$ cat src/rtl/butterfly_pipe_if.sv
// rtl/butterfly_pipe_if.sv - handshake and data bundle for the pipelined butterfly
interface butterfly_pipe_if #(
  parameter int WIDTH     = 16,
  parameter int TW_WIDTH  = 16,
  parameter int TAG_WIDTH = 8
);
  logic                 in_valid;
  logic                 in_ready;
  logic [WIDTH-1:0]     in_real_1;
  logic [WIDTH-1:0]     in_complex_1;
  logic [WIDTH-1:0]     in_real_2;
  logic [WIDTH-1:0]     in_complex_2;
  logic [TW_WIDTH-1:0]  tw_real;
  logic [TW_WIDTH-1:0]  tw_complex;
  logic                 in_scale;
  logic [TAG_WIDTH-1:0] in_tag;
  logic                 out_valid;
  logic                 out_ready;
  logic [WIDTH-1:0]     out_real_1;
  logic [WIDTH-1:0]     out_complex_1;
  logic [WIDTH-1:0]     out_real_2;
  logic [WIDTH-1:0]     out_complex_2;
  logic [TAG_WIDTH-1:0] out_tag;
  logic                 out_sat;
  logic                 sat_sticky;
  logic                 sat_clear;

  modport slave (
    input  in_valid, in_real_1, in_complex_1, in_real_2, in_complex_2,
           tw_real, tw_complex, in_scale, in_tag, out_ready, sat_clear,
    output in_ready, out_valid, out_real_1, out_complex_1, out_real_2,
           out_complex_2, out_tag, out_sat, sat_sticky
  );

  modport master (
    output in_valid, in_real_1, in_complex_1, in_real_2, in_complex_2,
           tw_real, tw_complex, in_scale, in_tag, out_ready, sat_clear,
    input  in_ready, out_valid, out_real_1, out_complex_1, out_real_2,
           out_complex_2, out_tag, out_sat, sat_sticky
  );
endinterface

$ cat src/rtl/butterfly_pipe.sv
// rtl/butterfly_pipe.sv - three-stage radix-2 DIT butterfly with twiddle, scaling and saturation
module butterfly_pipe #(
  parameter int WIDTH     = 16,
  parameter int TW_WIDTH  = 16,
  parameter int TAG_WIDTH = 8
) (
  input logic            clk,
  input logic            rst_n,
  butterfly_pipe_if.slave bus
);
  localparam int PW = WIDTH + TW_WIDTH + 1;
  localparam int SW = WIDTH + 2;
  localparam logic signed [PW-1:0] RND  = {{(PW-TW_WIDTH+1){1'b0}}, 1'b1, {(TW_WIDTH-2){1'b0}}};
  localparam logic signed [SW-1:0] MAXV = {3'b000, {(WIDTH-1){1'b1}}};
  localparam logic signed [SW-1:0] MINV = {3'b111, {(WIDTH-1){1'b0}}};

  logic                        advance;
  logic                        s1_valid, s1_scale;
  logic signed [WIDTH-1:0]     s1_ar, s1_ai, s1_br, s1_bi;
  logic signed [TW_WIDTH-1:0]  s1_wr, s1_wi;
  logic [TAG_WIDTH-1:0]        s1_tag;
  logic                        s2_valid, s2_scale;
  logic signed [WIDTH-1:0]     s2_ar, s2_ai;
  logic signed [SW-1:0]        s2_tr, s2_ti;
  logic [TAG_WIDTH-1:0]        s2_tag;
  logic                        o_valid, o_sat, o_sticky;
  logic [WIDTH-1:0]            o_r1, o_c1, o_r2, o_c2;
  logic [TAG_WIDTH-1:0]        o_tag;

  logic signed [PW-1:0]        p_re, p_im;
  logic signed [SW-1:0]        t_re, t_im, u_re, u_im, d_re, d_im;
  logic [WIDTH:0]              q_r1, q_c1, q_r2, q_c2;
  logic                        any_clip;

  function automatic logic signed [SW-1:0] half(input logic signed [SW-1:0] v, input logic en);
    half = en ? ((v + SW'(1)) >>> 1) : v;
  endfunction

  // Returns {clipped, value}
  function automatic logic [WIDTH:0] clip(input logic signed [SW-1:0] v);
    if (v > MAXV)      clip = {1'b1, MAXV[WIDTH-1:0]};
    else if (v < MINV) clip = {1'b1, MINV[WIDTH-1:0]};
    else               clip = {1'b0, v[WIDTH-1:0]};
  endfunction

  always_comb begin
    p_re = PW'(s1_br) * PW'(s1_wr) - PW'(s1_bi) * PW'(s1_wi);
    p_im = PW'(s1_br) * PW'(s1_wi) + PW'(s1_bi) * PW'(s1_wr);
    t_re = SW'((p_re + RND) >>> (TW_WIDTH - 1));
    t_im = SW'((p_im + RND) >>> (TW_WIDTH - 1));
    u_re = half(SW'(s2_ar) + s2_tr, s2_scale);
    u_im = half(SW'(s2_ai) + s2_ti, s2_scale);
    d_re = half(SW'(s2_ar) - s2_tr, s2_scale);
    d_im = half(SW'(s2_ai) - s2_ti, s2_scale);
    q_r1 = clip(d_re);
    q_c1 = clip(d_im);
    q_r2 = clip(u_re);
    q_c2 = clip(u_im);
    any_clip = q_r1[WIDTH] | q_c1[WIDTH] | q_r2[WIDTH] | q_c2[WIDTH];
  end

  // Every stage moves together, so empty stages never hold back later samples.
  assign advance           = !o_valid || bus.out_ready;
  assign bus.in_ready      = advance;
  assign bus.out_valid     = o_valid;
  assign bus.out_real_1    = o_r1;
  assign bus.out_complex_1 = o_c1;
  assign bus.out_real_2    = o_r2;
  assign bus.out_complex_2 = o_c2;
  assign bus.out_tag       = o_tag;
  assign bus.out_sat       = o_sat;
  assign bus.sat_sticky    = o_sticky;

  always_ff @(posedge clk) begin
    if (!rst_n) begin
      s1_valid <= 1'b0; s1_scale <= 1'b0; s1_tag <= '0;
      s1_ar <= '0; s1_ai <= '0; s1_br <= '0; s1_bi <= '0; s1_wr <= '0; s1_wi <= '0;
      s2_valid <= 1'b0; s2_scale <= 1'b0; s2_tag <= '0;
      s2_ar <= '0; s2_ai <= '0; s2_tr <= '0; s2_ti <= '0;
      o_valid <= 1'b0; o_sat <= 1'b0; o_sticky <= 1'b0; o_tag <= '0;
      o_r1 <= '0; o_c1 <= '0; o_r2 <= '0; o_c2 <= '0;
    end else begin
      if (advance) begin
        s1_valid <= bus.in_valid;
        s1_ar    <= bus.in_real_1;
        s1_ai    <= bus.in_complex_1;
        s1_br    <= bus.in_real_2;
        s1_bi    <= bus.in_complex_2;
        s1_wr    <= bus.tw_real;
        s1_wi    <= bus.tw_complex;
        s1_scale <= bus.in_scale;
        s1_tag   <= bus.in_tag;
        s2_valid <= s1_valid;
        s2_ar    <= s1_ar;
        s2_ai    <= s1_ai;
        s2_tr    <= t_re;
        s2_ti    <= t_im;
        s2_scale <= s1_scale;
        s2_tag   <= s1_tag;
        o_valid  <= s2_valid;
        o_sat    <= s2_valid & any_clip;
        o_r1     <= q_r1[WIDTH-1:0];
        o_c1     <= q_c1[WIDTH-1:0];
        o_r2     <= q_r2[WIDTH-1:0];
        o_c2     <= q_c2[WIDTH-1:0];
        o_tag    <= s2_tag;
      end
      if (bus.sat_clear)
        o_sticky <= 1'b0;
      else if (advance && s2_valid && any_clip)
        o_sticky <= 1'b1;
    end
  end
endmodule

$ cat src/flat_wrapper.sv
// flat-port wrapper written by rule: the top's interface ports become plain ports
module butterfly_pipe_flat 
#(
  parameter int WIDTH     = 16,
  parameter int TW_WIDTH  = 16,
  parameter int TAG_WIDTH = 8
)
  (clk, rst_n, bus_in_valid, bus_in_real_1, bus_in_complex_1, bus_in_real_2, bus_in_complex_2, bus_tw_real, bus_tw_complex, bus_in_scale, bus_in_tag, bus_out_ready, bus_sat_clear, bus_in_ready, bus_out_valid, bus_out_real_1, bus_out_complex_1, bus_out_real_2, bus_out_complex_2, bus_out_tag, bus_out_sat, bus_sat_sticky);
  butterfly_pipe_if #(.WIDTH(WIDTH), .TW_WIDTH(TW_WIDTH), .TAG_WIDTH(TAG_WIDTH)) bus_i ();
  input logic clk;
  input logic rst_n;
  input wire logic [$bits(bus_i.in_valid)-1:0] bus_in_valid;
  input wire logic [$bits(bus_i.in_real_1)-1:0] bus_in_real_1;
  input wire logic [$bits(bus_i.in_complex_1)-1:0] bus_in_complex_1;
  input wire logic [$bits(bus_i.in_real_2)-1:0] bus_in_real_2;
  input wire logic [$bits(bus_i.in_complex_2)-1:0] bus_in_complex_2;
  input wire logic [$bits(bus_i.tw_real)-1:0] bus_tw_real;
  input wire logic [$bits(bus_i.tw_complex)-1:0] bus_tw_complex;
  input wire logic [$bits(bus_i.in_scale)-1:0] bus_in_scale;
  input wire logic [$bits(bus_i.in_tag)-1:0] bus_in_tag;
  input wire logic [$bits(bus_i.out_ready)-1:0] bus_out_ready;
  input wire logic [$bits(bus_i.sat_clear)-1:0] bus_sat_clear;
  output wire logic [$bits(bus_i.in_ready)-1:0] bus_in_ready;
  output wire logic [$bits(bus_i.out_valid)-1:0] bus_out_valid;
  output wire logic [$bits(bus_i.out_real_1)-1:0] bus_out_real_1;
  output wire logic [$bits(bus_i.out_complex_1)-1:0] bus_out_complex_1;
  output wire logic [$bits(bus_i.out_real_2)-1:0] bus_out_real_2;
  output wire logic [$bits(bus_i.out_complex_2)-1:0] bus_out_complex_2;
  output wire logic [$bits(bus_i.out_tag)-1:0] bus_out_tag;
  output wire logic [$bits(bus_i.out_sat)-1:0] bus_out_sat;
  output wire logic [$bits(bus_i.sat_sticky)-1:0] bus_sat_sticky;
  assign bus_i.in_valid = bus_in_valid;
  assign bus_i.in_real_1 = bus_in_real_1;
  assign bus_i.in_complex_1 = bus_in_complex_1;
  assign bus_i.in_real_2 = bus_in_real_2;
  assign bus_i.in_complex_2 = bus_in_complex_2;
  assign bus_i.tw_real = bus_tw_real;
  assign bus_i.tw_complex = bus_tw_complex;
  assign bus_i.in_scale = bus_in_scale;
  assign bus_i.in_tag = bus_in_tag;
  assign bus_i.out_ready = bus_out_ready;
  assign bus_i.sat_clear = bus_sat_clear;
  assign bus_in_ready = bus_i.in_ready;
  assign bus_out_valid = bus_i.out_valid;
  assign bus_out_real_1 = bus_i.out_real_1;
  assign bus_out_complex_1 = bus_i.out_complex_1;
  assign bus_out_real_2 = bus_i.out_real_2;
  assign bus_out_complex_2 = bus_i.out_complex_2;
  assign bus_out_tag = bus_i.out_tag;
  assign bus_out_sat = bus_i.out_sat;
  assign bus_sat_sticky = bus_i.sat_sticky;
  butterfly_pipe #(.WIDTH(WIDTH), .TW_WIDTH(TW_WIDTH), .TAG_WIDTH(TAG_WIDTH)) u_core (.clk(clk), .rst_n(rst_n), .bus(bus_i));
endmodule
$ cat config.mk
export PLATFORM = sky130hd
export DESIGN_NAME = butterfly_pipe_flat
export DESIGN_NICKNAME = d
export VERILOG_FILES = /design/src/rtl/butterfly_pipe_if.sv /design/src/rtl/butterfly_pipe.sv /design/src/flat_wrapper.sv
export SDC_FILE = /design/constraint.sdc
export NUM_CORES = 2
export LEC_CHECK = 0
export BUFFER_PORTS_ARGS = -buffer_cell sky130_fd_sc_hd__buf_2
export CAP_MARGIN = 5
export CORE_UTILIZATION = 60
export DETAILED_ROUTE_END_ITERATION = 12
export HOLD_SLACK_MARGIN = 0.05
export PLACE_DENSITY = 0.79
export SLEW_MARGIN = 40
export SYNTH_ARGS = -nofsm -noshare
export SYNTH_HDL_FRONTEND = slang
export SYNTH_SLANG_ARGS = --single-unit
$ cat constraint.sdc
create_clock -name clk -period 11.3 [get_ports clk]
set_input_delay 3.39 -clock clk [delete_from_list [all_inputs] [get_ports clk]]
set_output_delay 3.39 -clock clk [all_outputs]
set_load 0.01 [all_outputs]
## Yosys cells after proc, flatten, opt, wreduce, memory -nomap -nowiden

Index checks and enable logic that the tools add are counted.

- Output and inout bits: 76
- Word-level logic and storage cells: 70
- Bits in registers: 259

- Reduce and logical (&&, ||, !) cells: 5
- Multipliers: 4
- Bitwise gates (word level): 5
- Add/subtract/negate cells: 12
- Order comparisons: 8
- Muxes and demuxes: 12

Operators by type and width:

| operator | count |
|---|---|
| 2-to-1 mux 17 bit | 8 |
| multiplier 16 x 16 -> 32 bit | 4 |
| adder 18 x 2 -> 18 bit, second input constant | 4 |
| > comparator 18 x 16 -> 1 bit, second input constant | 4 |
| less-than comparator 18 x 16 -> 1 bit, second input constant | 4 |
| 2-to-1 mux 18 bit | 4 |
| adder 33 x 16 -> 33 bit, second input constant | 2 |
| adder 16 x 18 -> 18 bit | 2 |
| subtractor 16 x 18 -> 18 bit | 2 |
| adder 33 bit | 1 |
| subtractor 33 bit | 1 |
| OR 1 bit | 3 |
| logical AND 1 bit | 2 |
| OR reduction 2 bit | 1 |
| bitwise AND 1 bit | 1 |
| zero test 1 bit | 1 |
| logical OR 1 bit | 1 |
| NOT 1 bit | 1 |

## Longest topological paths before layout

- Depth after elaboration: 10
- Gate-level depth with buffers: 38
- Depth with buffers taken out: 37

## Worst setup path after synthesis

No wires, ideal clock.

- Kind: reg2reg
- From: register u_core.s1_wi[1]
- To: register u_core.s2_tr[17]
- Arrival: 8246 ps
- Slack: 2969 ps
- Stages on the path, launching flop included: 37
- Path buffers: 1
- Required time: 11214 ps
- Period minus slack after synthesis: 8331 ps
- Path through: dfxtp_1 clkbuf_1 nand2_1 fa_1 fa_1 fa_1 inv_1 fa_1 fa_1 inv_1 fa_1 inv_1 ha_1 a21o_1 a21oi_1 nor2b_1 o21ai_0 nand2b_1 a21oi_1 a31oi_1 o31a_1 o21ai_0 a21oi_1 or4_1 nand3b_1 ha_1 ha_1 inv_1 o21bai_1 a221o_1 nand3_1 nand2_1 a41o_1 or4_1 a31oi_1 xnor2_1 a211oi_1

- Longest elaborated chain between the ends: 3

RTL lines:

| what | line | text |
|---|---|---|
| start: declaration | butterfly_pipe.sv:20 | `logic signed [TW_WIDTH-1:0] s1_wr, s1_wi;` |
| start signal: assignment | butterfly_pipe.sv:90 | `s1_wi <= bus.tw_complex;` |
| multiplier 16 x 16 -> 32 bit | butterfly_pipe.sv:47 | `p_re = PW'(s1_br) * PW'(s1_wr) - PW'(s1_bi) * PW'(s1_wi);` |
| subtractor 33 bit | butterfly_pipe.sv:47 |  |
| adder 33 x 16 -> 33 bit | butterfly_pipe.sv:49 | `t_re = SW'((p_re + RND) >>> (TW_WIDTH - 1));` |
| end signal: assignment | butterfly_pipe.sv:96 | `s2_tr <= t_re;` |
| end: declaration | butterfly_pipe.sv:24 | `logic signed [SW-1:0] s2_tr, s2_ti;` |

No other way between the ends.
A chain may end at the register's enable or synchronous reset.

## Worst setup path after layout

- From: register u_core.s1_wi[3]
- To: register u_core.s2_ti[16]

- Longest elaborated chain between the ends: 3

RTL lines:

| what | line | text |
|---|---|---|
| multiplier 16 x 16 -> 32 bit | butterfly_pipe.sv:48 | `p_im = PW'(s1_br) * PW'(s1_wi) + PW'(s1_bi) * PW'(s1_wr);` |
| adder 33 bit | butterfly_pipe.sv:48 |  |
| adder 33 x 16 -> 33 bit | butterfly_pipe.sv:50 | `t_im = SW'((p_im + RND) >>> (TW_WIDTH - 1));` |
| end signal: assignment | butterfly_pipe.sv:97 | `s2_ti <= t_im;` |
| end: declaration | butterfly_pipe.sv:24 |  |

No other way between the ends.

==> results.json <==
{
  "fin_ws_ns": 1.35,
  "vias": 45892,
  "syn_area_per_cell_um2": 8.46,
  "fp.dieH_um": 310,
  "antenna_left": 0,
  "setup_viol": 0,
  "dieArea_um2": 96300,
  "worst_pin_slew_ns": 0.937,
  "place_congestion": 0.982,
  "worstSetupEndpointType": "register",
  "period_minus_slack_ns": 9.95,
  "netlist_area_um2": 57100,
  "post-synth-top-area-fraction": 0.369,
  "grt_pass1_vias": 47340,
  "cts_buffers": 34,
  "cts.sinks": 259,
  "overflow": 0,
  "max-slew-margin-rel": 0.374,
  "synth_cell_types": 106,
  "synth.most_common_cell": "inv_1",
  "grt_start_max_net_pins": 109,
  "yosysSeqAreaShare": 0.0909,
  "fin_util": 0.643,
  "cp_data_arrival_time_ns": 10.45,
  "hp-class": "register to register",
  "tritoncts": "built",
  "maxSlewViolCount": 0,
  "period_share": 0.881,
  "synth_top_area_cell": "fa_1",
  "antenna_found_initial": 11,
  "first_iter_violations": 3702,
  "io_buffers": 185,
  "row_count": 112,
  "coreArea_um2": 93700,
  "clk_latency_ns": 0.60,
  "cts_buffer_depth": 3,
  "status": "completed",
  "nFillCells": 7711,
  "crit_type": "register to register",
  "drc_errors": 0,
  "cts_htree_levels": 2,
  "crit_family": "adder cells",
  "synthTopCellsByCount": "inv_1, fa_1, nand2_1",
  "viasPerCell": 5.73,
  "synth_flop_cell": "dfxtp_1",
  "synth_warnings": 0,
  "reg_top3": "u_core.s2_ti: 18 flops, u_core.s2_tr: 18 flops",
  "drive_gt1_frac": 0.0626,
  "start_util": 0.609,
  "synth_cells": 6743,
  "required_ns": 11.80,
  "synth-edff-count": 0,
  "cts_setup_buffers": 0,
  "root_buffer": "clkbuf_16",
  "finClkSkew_ns": 0.0564,
  "routedWlPerCell_um": 18.9,
  "seq_area_um2": 5210,
  "nNetsFinal": 8415,
  "dp_hpwl_um": 123000,
  "vdd_drop_max_mv": 0.339,
  "clkSlewWorstSetupHoldPaths_ns": 0.06,
  "critPathMaxStageDelay_ns": 0.87,
  "grt_use_total": 0.326,
  "drt_wl_total_um": 152000,
  "p_leak_nw": 30.1,
  "dpl_worst_slack_ns": 1.50,
  "cp_num_buf_inv": 5,
  "grt_pass1_wl_um": 246000,
  "synthArstFlopShare": 0,
  "holdWs_ns": 0.449,
  "grt_setup_unrepaired": "false",
  "critical_path.slowest_cell": "dfxtp_1",
  "cap_violations": 0,
  "totalPowerFinal_mw": 14.1,
  "pwr_density_cell_nw_per_um2": 233,
  "synth_nets": 8427,
  "critPathLaunchType": "register",
  "detail_route.first_pass.iterations": 9,
  "fin_tns_setup_ns": 0,
  "finalHoldViolations": 0,
  "hold_buffers": 0,
  "multi_input_area_um2": 45800,
  "cts-resized-gates": 0,
  "synth-seq-cells": 259,
  "crit_top_cell": "fa_1",
  "die_w_um": 310,
  "syn_to_final_growth_pct": 5.59,
  "max_freq_mhz": 100,
  "io_pins": 186,
  "synth.area.top_cells": "fa_1, ha_1, dfxtp_1",
  "critPathMaxFanout": 22
}
## worst paths after layout
| check | start | to | slack (ns) | cells after the start |
|---|---|---|---|---|
| setup / recovery | u_core.s1_wi[3]$_SDFFE_PN0N_ | u_core.s2_ti[16]$_SDFFE_PN0N_ | 1.35 | 35 |
| hold / removal | u_core.s1_tag[3]$_SDFFE_PN0N_ | u_core.s1_tag[3]$_SDFFE_PN0N_ | 0.45 | 2 |
| setup reg to reg | u_core.s1_wi[3]$_SDFFE_PN0N_ | u_core.s2_ti[16]$_SDFFE_PN0N_ | 1.35 | 35 |
| hold reg to reg | u_core.s1_tag[3]$_SDFFE_PN0N_ | u_core.s1_tag[3]$_SDFFE_PN0N_ | 0.45 | 2 |
## final cells by class
| type | count | area share |
|---|---|---|
| Tap cell | 1254 | 0.0260 |
| Timing Repair Buffer | 276 | 0.0272 |
| Inverter | 1294 | 0.0808 |
| Multi-Input combinational cell | 4866 | 0.760 |
| Clock inverter | 19 | 0.00334 |
| Antenna cell | 4 | 0.000166 |
| Sequential cell | 259 | 0.0864 |
| Clock buffer | 41 | 0.0156 |
## worst register-to-register path, delay by kind of cell, from the launching register on
kind	cells	cell delay, ns
AO/OA/AOI/OAI	15	3.61
flip-flops	1	0.87
buffers and inverters	5	0.54
AND/OR/NAND/NOR	5	0.74
adder cells (fa/ha/maj)	9	3.63
XOR/XNOR	1	0.45
## cells by family after synthesis
family | share of synthesized area
DFF | 0.0909
adders and majority gates | 0.484
buffers and inverters | 0.107
and+or+nand+nor | 0.174
muxes | 0.00107
xor gates and xnor gates | 0.0341
AOI/OAI and AO/OA | 0.109
## where the power goes
group	switching, mW	internal, mW
sequential	0.197	1.15
combinational	6.95	4.65
clock	0.473	0.647
## stage by stage
stage | instances | area, µm²
2_1_floorplan | 6743 | 57100
3_5_place_dp | 7949 | 59100
3_3_place_gp | 7949 | 59000
4_1_cts | 8009 | 60200
6_report | 8013 | 60200
5_1_grt | 8013 | 60200
## placed cells by master, fill, tap and decap left out, drive strengths merged, types with 9 or more instances in the layout
| cell type | instances |
|---|---|
| fa | 1052 |
| xor2 | 55 |
| nand2 | 987 |
| nor2 | 193 |
| a21o | 58 |
| a21oi | 422 |
| a32o | 16 |
| clkbuf | 41 |
| inv | 1297 |
| nor2b | 31 |
| xnor2 | 167 |
| o21a | 40 |
| nand3 | 69 |
| o31ai | 14 |
| nand2b | 58 |
| nor4 | 10 |
| a31oi | 17 |
| or4 | 9 |
| ha | 522 |
| a211o | 13 |
| clkinv | 11 |
| nand3b | 9 |
| a211oi | 35 |
| o21bai | 26 |
| o21ai | 209 |
| dfxtp | 259 |
| or3 | 35 |
| nor3 | 63 |
| and2 | 503 |
| and3 | 18 |
| or2 | 23 |
| a21boi | 13 |
| buf | 276 |
| o211ai | 31 |
| nand4 | 25 |
## per-layer routing
metal  global-route usage  vias to the layer above  share of wire
li1                     -                    20896              -
met1                0.414                    22747           0.40
met2                0.543                     1793           0.47
met3               0.0596                      452          0.081
met4                0.147                        4          0.048
met5                    0                        -        0.00018
Power figures use the tool's default switching activity.
